==> src/rtl/credit_sender.sv <==
// credit_sender: transmit end of a credit-based push link.
// Forwards upstream valid/ready beats onto a registered push link while a
// spendable credit is held; credits are seeded from i_credit_initial while
// the link is not active and returned one per cycle on i_push_credit.
// Optional feature macro: CREDIT_SENDER_OVERFLOW_CHECK_EN enables the sticky
// o_credit_overflow flag (otherwise that output is tied low).
module credit_sender #(
    parameter int unsigned DATA_WIDTH   = 8,
    parameter int unsigned MAX_CREDITS  = 4,
    parameter int unsigned CREDIT_WIDTH = $clog2(MAX_CREDITS + 1)
) (
    input  logic                    clk,
    input  logic                    rst,
    input  logic                    i_in_valid,
    output logic                    o_in_ready,
    input  logic [DATA_WIDTH-1:0]   i_in_data,
    output logic                    o_push_valid,
    output logic [DATA_WIDTH-1:0]   o_push_data,
    input  logic                    i_push_credit,
    output logic                    o_push_credit_stall,
    output logic                    o_push_sender_in_reset,
    input  logic                    i_push_receiver_in_reset,
    input  logic [CREDIT_WIDTH-1:0] i_credit_initial,
    input  logic [CREDIT_WIDTH-1:0] i_credit_withhold,
    output logic [CREDIT_WIDTH-1:0] o_credit_count,
    output logic                    o_credit_available,
    output logic                    o_credit_overflow
);

    localparam logic [CREDIT_WIDTH-1:0] LP_MAX_CREDITS = CREDIT_WIDTH'(MAX_CREDITS);

    typedef enum logic [1:0] {
        ST_RESET  = 2'd0,
        ST_SYNC   = 2'd1,
        ST_ACTIVE = 2'd2
    } state_t;

    state_t                  r_state;
    state_t                  w_state_nxt;
    logic                    w_active;
    logic                    w_leave;
    logic                    w_in_ready;
    logic                    w_stall;
    logic                    w_sender_in_reset;
    logic                    w_credit_available;
    logic                    w_send;
    logic [CREDIT_WIDTH-1:0] w_credit_init_sat;
    logic [CREDIT_WIDTH-1:0] w_count_nxt;
    logic [CREDIT_WIDTH-1:0] r_credit_count;
    logic                    r_push_valid;
    logic [DATA_WIDTH-1:0]   r_push_data;

    // Withhold is compared live so raising it gates traffic immediately.
    assign w_credit_available = (r_credit_count > i_credit_withhold);

    // Initial credit value clamped to the counter ceiling.
    assign w_credit_init_sat = (i_credit_initial > LP_MAX_CREDITS) ? LP_MAX_CREDITS
                                                                   : i_credit_initial;

    assign w_send = i_in_valid & w_in_ready;

    // Link state register.
    always_ff @(posedge clk or posedge rst) begin
        if (rst) begin
            r_state <= ST_RESET;
        end else begin
            r_state <= w_state_nxt;
        end
    end

    // Next-state and per-state link controls.
    always_comb begin
        w_state_nxt       = r_state;
        w_active          = 1'b0;
        w_leave           = 1'b0;
        w_in_ready        = 1'b0;
        w_stall           = 1'b1;
        w_sender_in_reset = 1'b1;
        unique case (r_state)
            ST_RESET: begin
                w_state_nxt = ST_SYNC;
            end
            ST_SYNC: begin
                if (!i_push_receiver_in_reset) begin
                    w_state_nxt = ST_ACTIVE;
                end
            end
            ST_ACTIVE: begin
                w_active          = 1'b1;
                w_in_ready        = w_credit_available;
                w_stall           = 1'b0;
                w_sender_in_reset = 1'b0;
                if (i_push_receiver_in_reset) begin
                    w_state_nxt = ST_SYNC;
                    w_leave     = 1'b1;
                end
            end
            default: begin
                w_state_nxt = ST_RESET;
            end
        endcase
    end

    // Credit count update: reload while inactive, otherwise return minus spend.
    always_comb begin
        w_count_nxt = r_credit_count;
        if (!w_active) begin
            w_count_nxt = w_credit_init_sat;
        end else begin
            unique case ({i_push_credit, w_send})
                2'b10: begin
                    if (r_credit_count < LP_MAX_CREDITS) begin
                        w_count_nxt = r_credit_count + CREDIT_WIDTH'(1);
                    end
                end
                2'b01: begin
                    w_count_nxt = r_credit_count - CREDIT_WIDTH'(1);
                end
                default: begin
                    w_count_nxt = r_credit_count;
                end
            endcase
        end
    end

    // Credit counter register.
    always_ff @(posedge clk or posedge rst) begin
        if (rst) begin
            r_credit_count <= '0;
        end else begin
            r_credit_count <= w_count_nxt;
        end
    end

    // Push link register; a beat taken on the edge that leaves ACTIVE is dropped.
    always_ff @(posedge clk or posedge rst) begin
        if (rst) begin
            r_push_valid <= 1'b0;
            r_push_data  <= '0;
        end else begin
            r_push_valid <= w_send & ~w_leave;
            if (w_send && !w_leave) begin
                r_push_data <= i_in_data;
            end
        end
    end

`ifdef CREDIT_SENDER_OVERFLOW_CHECK_EN
    logic w_overflow_event;
    logic r_credit_overflow;

    // A return that would push the count past the ceiling.
    assign w_overflow_event = w_active & i_push_credit & ~w_send
                              & (r_credit_count >= LP_MAX_CREDITS);

    // Sticky overflow flag, cleared only by reset.
    always_ff @(posedge clk or posedge rst) begin
        if (rst) begin
            r_credit_overflow <= 1'b0;
        end else if (w_overflow_event) begin
            r_credit_overflow <= 1'b1;
        end
    end

    assign o_credit_overflow = r_credit_overflow;
`else
    assign o_credit_overflow = 1'b0;
`endif

    assign o_in_ready             = w_in_ready;
    assign o_push_valid           = r_push_valid;
    assign o_push_data            = r_push_data;
    assign o_push_credit_stall    = w_stall;
    assign o_push_sender_in_reset = w_sender_in_reset;
    assign o_credit_count         = r_credit_count;
    assign o_credit_available     = w_credit_available;

endmodule
==> config.mk <==
export PLATFORM = sky130hd
export DESIGN_NAME = credit_sender
export DESIGN_NICKNAME = d
export VERILOG_FILES = /design/src/rtl/credit_sender.sv
export SDC_FILE = /design/constraint.sdc
export NUM_CORES = 1
export LEC_CHECK = 0
export BUFFER_PORTS_ARGS = -buffer_cell sky130_fd_sc_hd__buf_2
export CORE_MARGIN = 4
export CORE_UTILIZATION = 40
export CTS_CLUSTER_SIZE = 30
export DETAILED_ROUTE_END_ITERATION = 16
export GPL_ROUTABILITY_DRIVEN = 0
export PLACE_DENSITY = 0.67
export SYNTH_ARGS = -nofsm -noshare
export SYNTH_HDL_FRONTEND = slang
export SYNTH_SLANG_ARGS = --single-unit
==> constraint.sdc <==
create_clock -name clk -period 3 [get_ports clk]
set_input_delay 0.15 -clock clk [delete_from_list [all_inputs] [get_ports clk]]
set_output_delay 0.15 -clock clk [all_outputs]
set_load 0.05 [all_outputs]
# --- After elaboration in Yosys (flattened, before gate mapping) ---
# Cells that the tools add are included.
classes:
  order_cmp: 3
  eq_ne: 8
  bitwise: 3
  add_sub_neg: 2
  muxes: 12
  n_reduce_logical: 5
ops:
  columns: ["op", "n"]
  rows:
  - ["$mux W3", 3]
  - ["$pmux W2 S3", 1]
  - ["$pmux W3 S2", 1]
  - ["$mux W1", 5]
  - ["$eq A2 B1 Y1 const B", 2]
  - ["$eq A2 B2 Y1 const B", 2]
  - ["$mux W2", 2]
  - ["$ne A2 B2 Y1 const B", 2]
  - ["$reduce_and A2 Y1", 2]
  - ["$add A3 B1 Y3 const B", 1]
  - ["$gt A3 B3 Y1", 1]
  - ["$gt A3 B3 Y1 const B", 1]
  - ["$lt A3 B3 Y1 const B", 1]
  - ["$ne A3 B1 Y1 const B", 1]
  - ["$ne A3 B3 Y1 const B", 1]
  - ["$sub A3 B1 Y3 const B", 1]
  - ["$and A1 B1 Y1", 2]
  - ["$logic_not A2 Y1", 1]
  - ["$logic_and A1 B1 Y1", 1]
  - ["$logic_not A1 Y1", 1]
  - ["$not A1 Y1", 1]
word_totals:
  ff_bits: 14
  input_bits: 19
  output_inout_bits: 17
  elab_cells: 37

# --- Depth between registers and ports, before layout ---
# Gate-level depths: netlist of the first run.
logic_depth:
  word_depth: 6
  depth_mapped: 12
  mapped_depth_nobuf: 12

# --- Least setup slack after synthesis of the first run ---
# Ideal clock, no wire load.
synth_timing:
  kind: "reg-to-reg"
  start: "register r_credit_count[0], in the netlist o_credit_count[0]"
  end: "register r_credit_count[1], in the netlist o_credit_count[1]"
  t_arrival_ps: 3489
  setup_slack_ps: -620
  t_required_ps: 2869
  setup_ps: 131
  stages_incl_launch_ff: 13
  path_buffers: 0
  synth_period_minus_slack_ps: 3620
  path_cell_list: "dfrtp_1 > inv_1 > ha_1 > nor2b_4 > o21a_1 > o21a_1 > and2_1 > nand3_1 > fa_1 > mux2_2 > nand2b_1 > mux2i_1 > or3_1"
synth_between:
  elab_chain_len: 6
  word_cells_on_any_way: 14
  cone_classes: "add/sub: 2; order compare: 2; eq/ne: 4; mux: 4; bitwise: 1; reduce/logical: 1"
synth_lines:
  columns: ["element", "line_no", "rtl"]
  rows:
  - ["from (decl)", "49", "logic [CREDIT_WIDTH-1:0] r_credit_count;"]
  - ["from (signal assigned)", "131", "r_credit_count <= w_count_nxt;"]
  - ["$gt A3 B3 Y1 *", "54", "assign w_credit_available = (r_credit_count > i_credit_withhold);"]
  - ["via o_credit_available", "26", "output logic o_credit_available,"]
  - ["$mux W1 *", "79", "unique case (r_state)"]
  - ["via o_in_ready", "15", "output logic o_in_ready,"]
  - ["$and A1 B1 Y1 *", "60", "assign w_send = i_in_valid & w_in_ready;"]
  - ["$eq A2 B1 Y1 / $eq A2 B2 Y1 (equally long branches)", "110", "unique case ({i_push_credit, w_send})"]
  - ["$pmux W3 S2, or another cell as far along", "110", null]
  - ["$mux W3 / $reduce_and A2 Y1 (equally long branches)", null, null]
# Mark *: on every way through the listed nets, which the timed path passes. The rest lies on a longest branch. The select of a mux whose other input is x is not followed.
# A chain may end at the register's enable or synchronous reset.

# --- Worst setup path in the final report of the first run ---
layout_timing:
  start: "register r_credit_count[1], in the netlist o_credit_count[1]"
  end: "register r_credit_count[1], in the netlist o_credit_count[1]"
layout_between:
  elab_chain_len: 6
  word_cells_on_any_way: 14
  cone_classes: "add/sub: 2; order compare: 2; eq/ne: 4; mux: 4; bitwise: 1; reduce/logical: 1"
layout_lines:
  columns: ["element", "line_no"]
  rows:
  - ["$gt A3 B3 Y1", "54"]
  - ["$mux W1", "79"]
  - ["$and A1 B1 Y1", "60"]
  - ["$eq A2 B1 Y1 / $eq A2 B2 Y1 (equally long branches)", "110"]
  - ["$pmux W3 S2, or another cell as far along", "110"]
  - ["$mux W3 / $reduce_and A2 Y1 (equally long branches)", null]
# Parallel ways exist; a longest one is shown, timed or not. The select of a mux whose other input is x is not followed.

==> impl_metrics.yaml, run 1 <==
hold_path:
  min_path_cells: 2
  hold_class: "input pin to flop"
sta:
  drv_slew: 0
  fin_skew_ps: 1.228
  setup_tns_ps: 0
  max-slew-margin-rel: 0.6406
  rsz0062_at_grt: "no"
  period_share: 0.8688
  hold_viol_final: 0
  worstMarginPinSlew_ps: 538.8
  min_period_ps: 2606
  setup_violations: 0
  clock.fmax_ghz: 0.3837
critical_path:
  cpPeakStageDelay_ps: 490
  crit_arrival_ps: 2760
  r2r_cells: 11
  required_ps: 3160
  crit_path_start_kind: "flop"
  endpoint_kind: "flop"
  crit_chain: "ha_1 -> nor2b_4 -> o21a_1 -> o21a_4 -> and2_4 -> nand3_1 -> fa_1 -> mux2_2 -> nand2b_1 -> mux2i_1 -> or3_1"
  crit_type: "flop to flop"
  cp.depth: 11
  slowest_stage: "fa_1"
  critPathBufInv: 0
  cp_max_fo: 5
  cp_top_family: "simple AND/OR/NAND/NOR gates"
die:
  io_pins: 36
  fp.coreArea_um2: 2002
  die_h_um: 54.36
  rows: 16
  die_w_um: 54.36
  start_util: 0.4294
  die-area_um2: 2954
cells_and_area:
  area_delta_synth_final_pct: 27.95
  drive_above_1_share: 0.4957
  nNetsFinal: 139
  diodes: 0
  finalNonFillerCells: 142
yosys:
  ys_warn_count: 0
  syn-instance-count: 79
  yosysUniqueCellTypes: 38
  syn-num-nets: 102
  netlist_area_um2: 859.6
  syn-mean-instance-area_um2: 10.88
  ys_seq_elements: 14
  yosysSeqAreaShare: 0.4076
clocking:
  cts.htree.levels: 1
  clock_path_buffers: 2
  cts_buffers: 3
  clk_pin_slew_ps: 80
  ctsRootBufferMaster: "clkbuf_4"
  cts_tree: "built"
  clk_latency_ps: 270
  clock_sinks: 14
global_routing:
  grt.overflow.total: 0
  grt_first_pass_wirelength_um: 2994
  grt_max_degree: 15
  antenna_found_initial: 0
  grt_usage: 0.1431
  first_global_vias: 660
placed_design:
  hpwl_um: 1391
  place_inst: 137
  numPortBuffers: 34
job:
  max-cap-violations: 0
routing:
  vias: 689
  first_pass_iters: 4
  drtIter0Drc: 6
  wl_per_cell_um: 12.47
  ant_nets: 0
  viasPerCell: 4.852
  finalWirelength_um: 1771
  drcViolationCount: 0
pwr:
  p_leak_uw: 0.0005623
  ir_worst_vdd_mv: 0.5106
  power_density_nw_per_um2: 819.4
  power.total_uw: 901.2
outcome:
  status: "finished clean"
## flip-flops by register name, indices dropped and copies added (netlist names)
signal and count:
r_state 2, o_push_valid 1, o_push_data 8, o_credit_count 3
## final timing paths
path | to | slack (ps) | startpoint
setup / recovery | o_credit_count[1] | 390 | o_credit_count[1]
hold / removal | r_state[1] | 40 | i_push_receiver_in_reset
setup reg to reg | o_credit_count[1] | 390 | o_credit_count[1]
hold reg to reg | o_push_data[2] | 510 | o_push_data[2]
max in group asynchronous | o_credit_count[0] | 2160 | rst
min in group asynchronous | o_push_data[2] | 460 | rst
## worst register-to-register path, cell delays in order (launching register included)
cell and delay (ps):
dfrtp_2 440, ha_1 310, nor2b_4 160, o21a_1 130
o21a_4 120, and2_4 130, nand3_1 90, fa_1 490
mux2_2 150, nand2b_1 90, mux2i_1 50, or3_1 340
## synth_stat cells
library cell	n	area share
nand2b_1	2	0.015
ha_1	3	0.044
or3_1	1	0.0073
o31ai_1	1	0.0087
buf_6	1	0.013
o21a_1	2	0.017
or2_2	1	0.0073
a31oi_1	2	0.015
nand4_1	1	0.0073
and2_1	1	0.0073
a211oi_1	1	0.0087
mux2_4	8	0.14
o211ai_1	1	0.0087
and4b_1	1	0.012
or4_1	1	0.0087
nor2b_1	1	0.0073
inv_1	8	0.035
a21boi_0	1	0.0087
nor2_1	3	0.013
buf_4	2	0.017
mux2i_1	1	0.012
nor2b_4	1	0.016
fa_1	1	0.023
o21bai_1	1	0.0087
mux2_2	1	0.013
nor3b_1	1	0.0087
nand2_1	1	0.0044
nor3_2	1	0.012
o21ai_0	1	0.0058
nand3_1	5	0.029
dfrtp_1	14	0.41
inv_2	1	0.0044
buf_2	1	0.0058
a21oi_1	1	0.0058
o2111ai_1	1	0.010
nor3_1	3	0.017
maj3_1	1	0.012
conb_1	1	0.0044
## cells by family after synthesis
kind of cell,after synthesis,synth area share
AOI/OAI and AO/OA,12,0.09753
adders and majority gates,5,0.07861
buffers and inverters,13,0.07568
DFF,14,0.4076
muxes,10,0.1645
other,1,0.004363
and+or+nand+nor,24,0.1718
## layout by cell type (no fill, tap or decap), drive strengths merged, types with 2 or more instances in the layout
cell type / n
nand2b: 2
o21a: 2
buf: 35
ha: 3
a31oi: 2
mux2: 9
dfrtp: 14
inv: 9
nor2b: 2
nand3: 5
nor3: 4
nor2: 3
clkbuf: 4
## area by class of cell
| class | count | area [um2] |
|---|---|---|
| clock buffer | 4 | 36.28 |
| fill | 178 | 902.1 |
| inverter | 9 | 33.78 |
| multi-input combinational | 52 | 454.2 |
| sequential | 14 | 354.1 |
| tap | 27 | 33.78 |
| timing repair buffer | 36 | 187.7 |
## timing repair
action | CTS | global route
buffers inserted | 0 | 0
hold buffers | 1 | 0
endpoints found under the hold margin | 14 | 0
gates resized for setup | 0 | 0
## where the power goes
group          total [uW]  switching, uW  internal, uW  leakage (uW)
sequential            284           35.9           248      0.000177
combinational         485            325           159      0.000365
clock                 132           58.4          73.8     0.0000210
total                 901            420           482      0.000562
## stage by stage
step / utilization / instance area [um2] / worst slack, ps / hold slack [ps]
after floorplan: - / 873.3 / 56.61 / 39.02
after global placement: 0.5263 / 1054 / 463.3 / 209.9
after detailed placement: 0.5263 / 1054 / 400.4 / 215.4
after CTS: 0.5494 / 1100 / 384.3 / 31.45
after global routing: 0.5494 / 1100 / 227.3 / 35.81
final: 0.5494 / 1100 / 393.6 / 44.11
## routing by layer
layer,track usage,part of all wire,up-vias
met5,0,0,-
met4,0.04979,0.012,0
met3,0.05995,0.067,4
met2,0.2191,0.47,19
met1,0.1800,0.45,320
li1,-,-,346
Note: power is estimated with default switching activity, not from simulation.
==> run 2: changes to the inputs <==
GPL_TIMING_DRIVEN = 0   (was unset)
MAX_ROUTING_LAYER = met4   (was unset)
==> impl_metrics.yaml, run 2 (synthesis gave the netlist of run 1 again) <==
clocking:
  cts.htree.levels: 1
  clock_path_buffers: 2
  clock_sinks: 14
  clk_pin_slew_ps: 90
  clk_latency_ps: 270
  postCtsSetupRepairBufs: 0
  cts_tree: "built"
  cts_buffers: 3
  ctsRootBufferMaster: "clkbuf_4"
sta:
  setup_violations: 0
  fin_skew_ps: 14.25
  rsz0062_at_grt: "no"
  worstMarginPinSlew_ps: 500.6
  setup_tns_ps: 0
  max-slew-margin-rel: 0.6659
  clock.fmax_ghz: 0.3808
  min_period_ps: 2626
  drv_slew: 0
  hold_viol_final: 0
  period_share: 0.8754
  whs_ps: 61.09
placed_design:
  hpwl_um: 1427
  numPortBuffers: 34
  place_area_um2: 1077
die:
  die-area_um2: 2954
  die_w_um: 54.36
  rows: 16
  die_h_um: 54.36
  io_pins: 36
  start_util: 0.4294
  fp.coreArea_um2: 2002
cells_and_area:
  area_delta_synth_final_pct: 29.55
  multi_input_area_um2: 454.2
  largest_reg_flops: 8
  nNetsFinal: 142
  layout_commonest_cell: "buf_2"
  postLayoutCellArea_um2: 1114
  mostFrequentLayoutCells: "35 x buf_2, 11 x dfrtp_1, 8 x mux2_4, 8 x inv_1, 5 x nand3_1"
  n_fill_cell: 199
  seq_area_um2: 354.1
  diodes: 0
  drive_above_1_share: 0.5000
routing:
  wl_per_cell_um: 12.25
  first_pass_iters: 3
  drtIter0Drc: 4
  vias: 707
  viasPerCell: 4.876
  finalWirelength_um: 1776
  ant_nets: 0
  drcViolationCount: 0
critical_path:
  crit_chain: "ha_1 -> nor2b_4 -> o21a_1 -> o21a_4 -> and2_4 -> nand3_1 -> fa_1 -> mux2_2 -> nand2b_1 -> mux2i_1 -> or3_1"
  crit_type: "flop to flop"
  crit_path_start_kind: "flop"
  endpoint_kind: "flop"
  required_ps: 3160
  crit_arrival_ps: 2790
  cp_max_fo: 5
  slowest_stage: "fa_1"
  cpPeakStageDelay_ps: 490
global_routing:
  grt_usage: 0.1388
  antenna_found_initial: 0
  grt.overflow.total: 0
  grt_first_pass_wirelength_um: 2898
  first_global_vias: 649
  grt_max_degree: 15
pwr:
  p_leak_uw: 0.0005721
  ir_worst_vdd_mv: 0.6459
  power_density_nw_per_um2: 790.6
outcome:
  status: "finished clean"
job:
  max-cap-violations: 0
hold_path:
  hold_class: "input pin to flop"
==> run 2: cell count changes in the layout (fill, tap and decap cells not counted), sizes merged <==
cell | before | now
buf | 35 | 38
==> run 2: critical path, delay by kind of cell, from the launching register on <==
| family | cells | cell delay (ps) |
|---|---|---|
| flops | 1 | 450 |
| mux | 2 | 200 |
| simple gates | 5 | 820 |
| fa+ha+maj | 2 | 790 |
| compound gates | 2 | 250 |
==> run 2: path summary, 6_finish.rpt <==
check                                         start  slack, ps                 to  depth (start not counted)
min in group asynchronous                       rst        440     o_push_data[2]                          3
min reg2reg                          o_push_data[6]        510     o_push_data[6]                          1
min                        i_push_receiver_in_reset         60         r_state[1]                          2
max in group asynchronous                       rst       2180  o_credit_count[2]                          3
max                               o_credit_count[1]        370  o_credit_count[1]                         11
max reg2reg                       o_credit_count[1]        370  o_credit_count[1]                         11
==> run 2: layer usage <==
| metal | up-vias | wire, um | global-route usage |
|---|---|---|---|
| li1 | 354 | - | - |
| met1 | 338 | 812 | 0.1847 |
| met2 | 15 | 877 | 0.2092 |
| met3 | 0 | 86 | 0.04905 |
| met4 | 0 | 0 | 0.01660 |
| met5 | - | 0 | - |
==> run 2: cell type report <==
type / count / share of cell area
Multi-Input combinational cell: 52 / 0.4079
Sequential cell: 14 / 0.3180
Timing Repair Buffer: 35 / 0.1618
Inverter: 9 / 0.03034
Tap cell: 27 / 0.03034
Buffer: 4 / 0.02809
Clock buffer: 4 / 0.02360
==> run 2: stage by stage <==
stage | instances | setup slack [ps] | utilization | total power (uW)
final | 145 | 373.7 | 0.5563 | 880.4
after global routing | 145 | 266.2 | 0.5563 | 934.0
after CTS | 145 | 364.2 | 0.5563 | 890.9
after detailed placement | 140 | 371.7 | 0.5381 | 778.5
after global placement | 140 | 390.6 | 0.5381 | 771.9
after floorplan | 79 | 56.61 | - | 672.8
==> run 2: report_power, final <==
group	switching [uW]	internal, uW
sequential	34.5	248
clock	56.2	51.4
combinational	328	162
total	419	462
==> run 2: what timing repair did <==
item / 4_1_cts / 5_1_grt
resized for setup: 0 / 0
hold buffers: 1 / 0
setup endpoints to repair: 0 / 0
hold endpoints to repair: 14 / 0
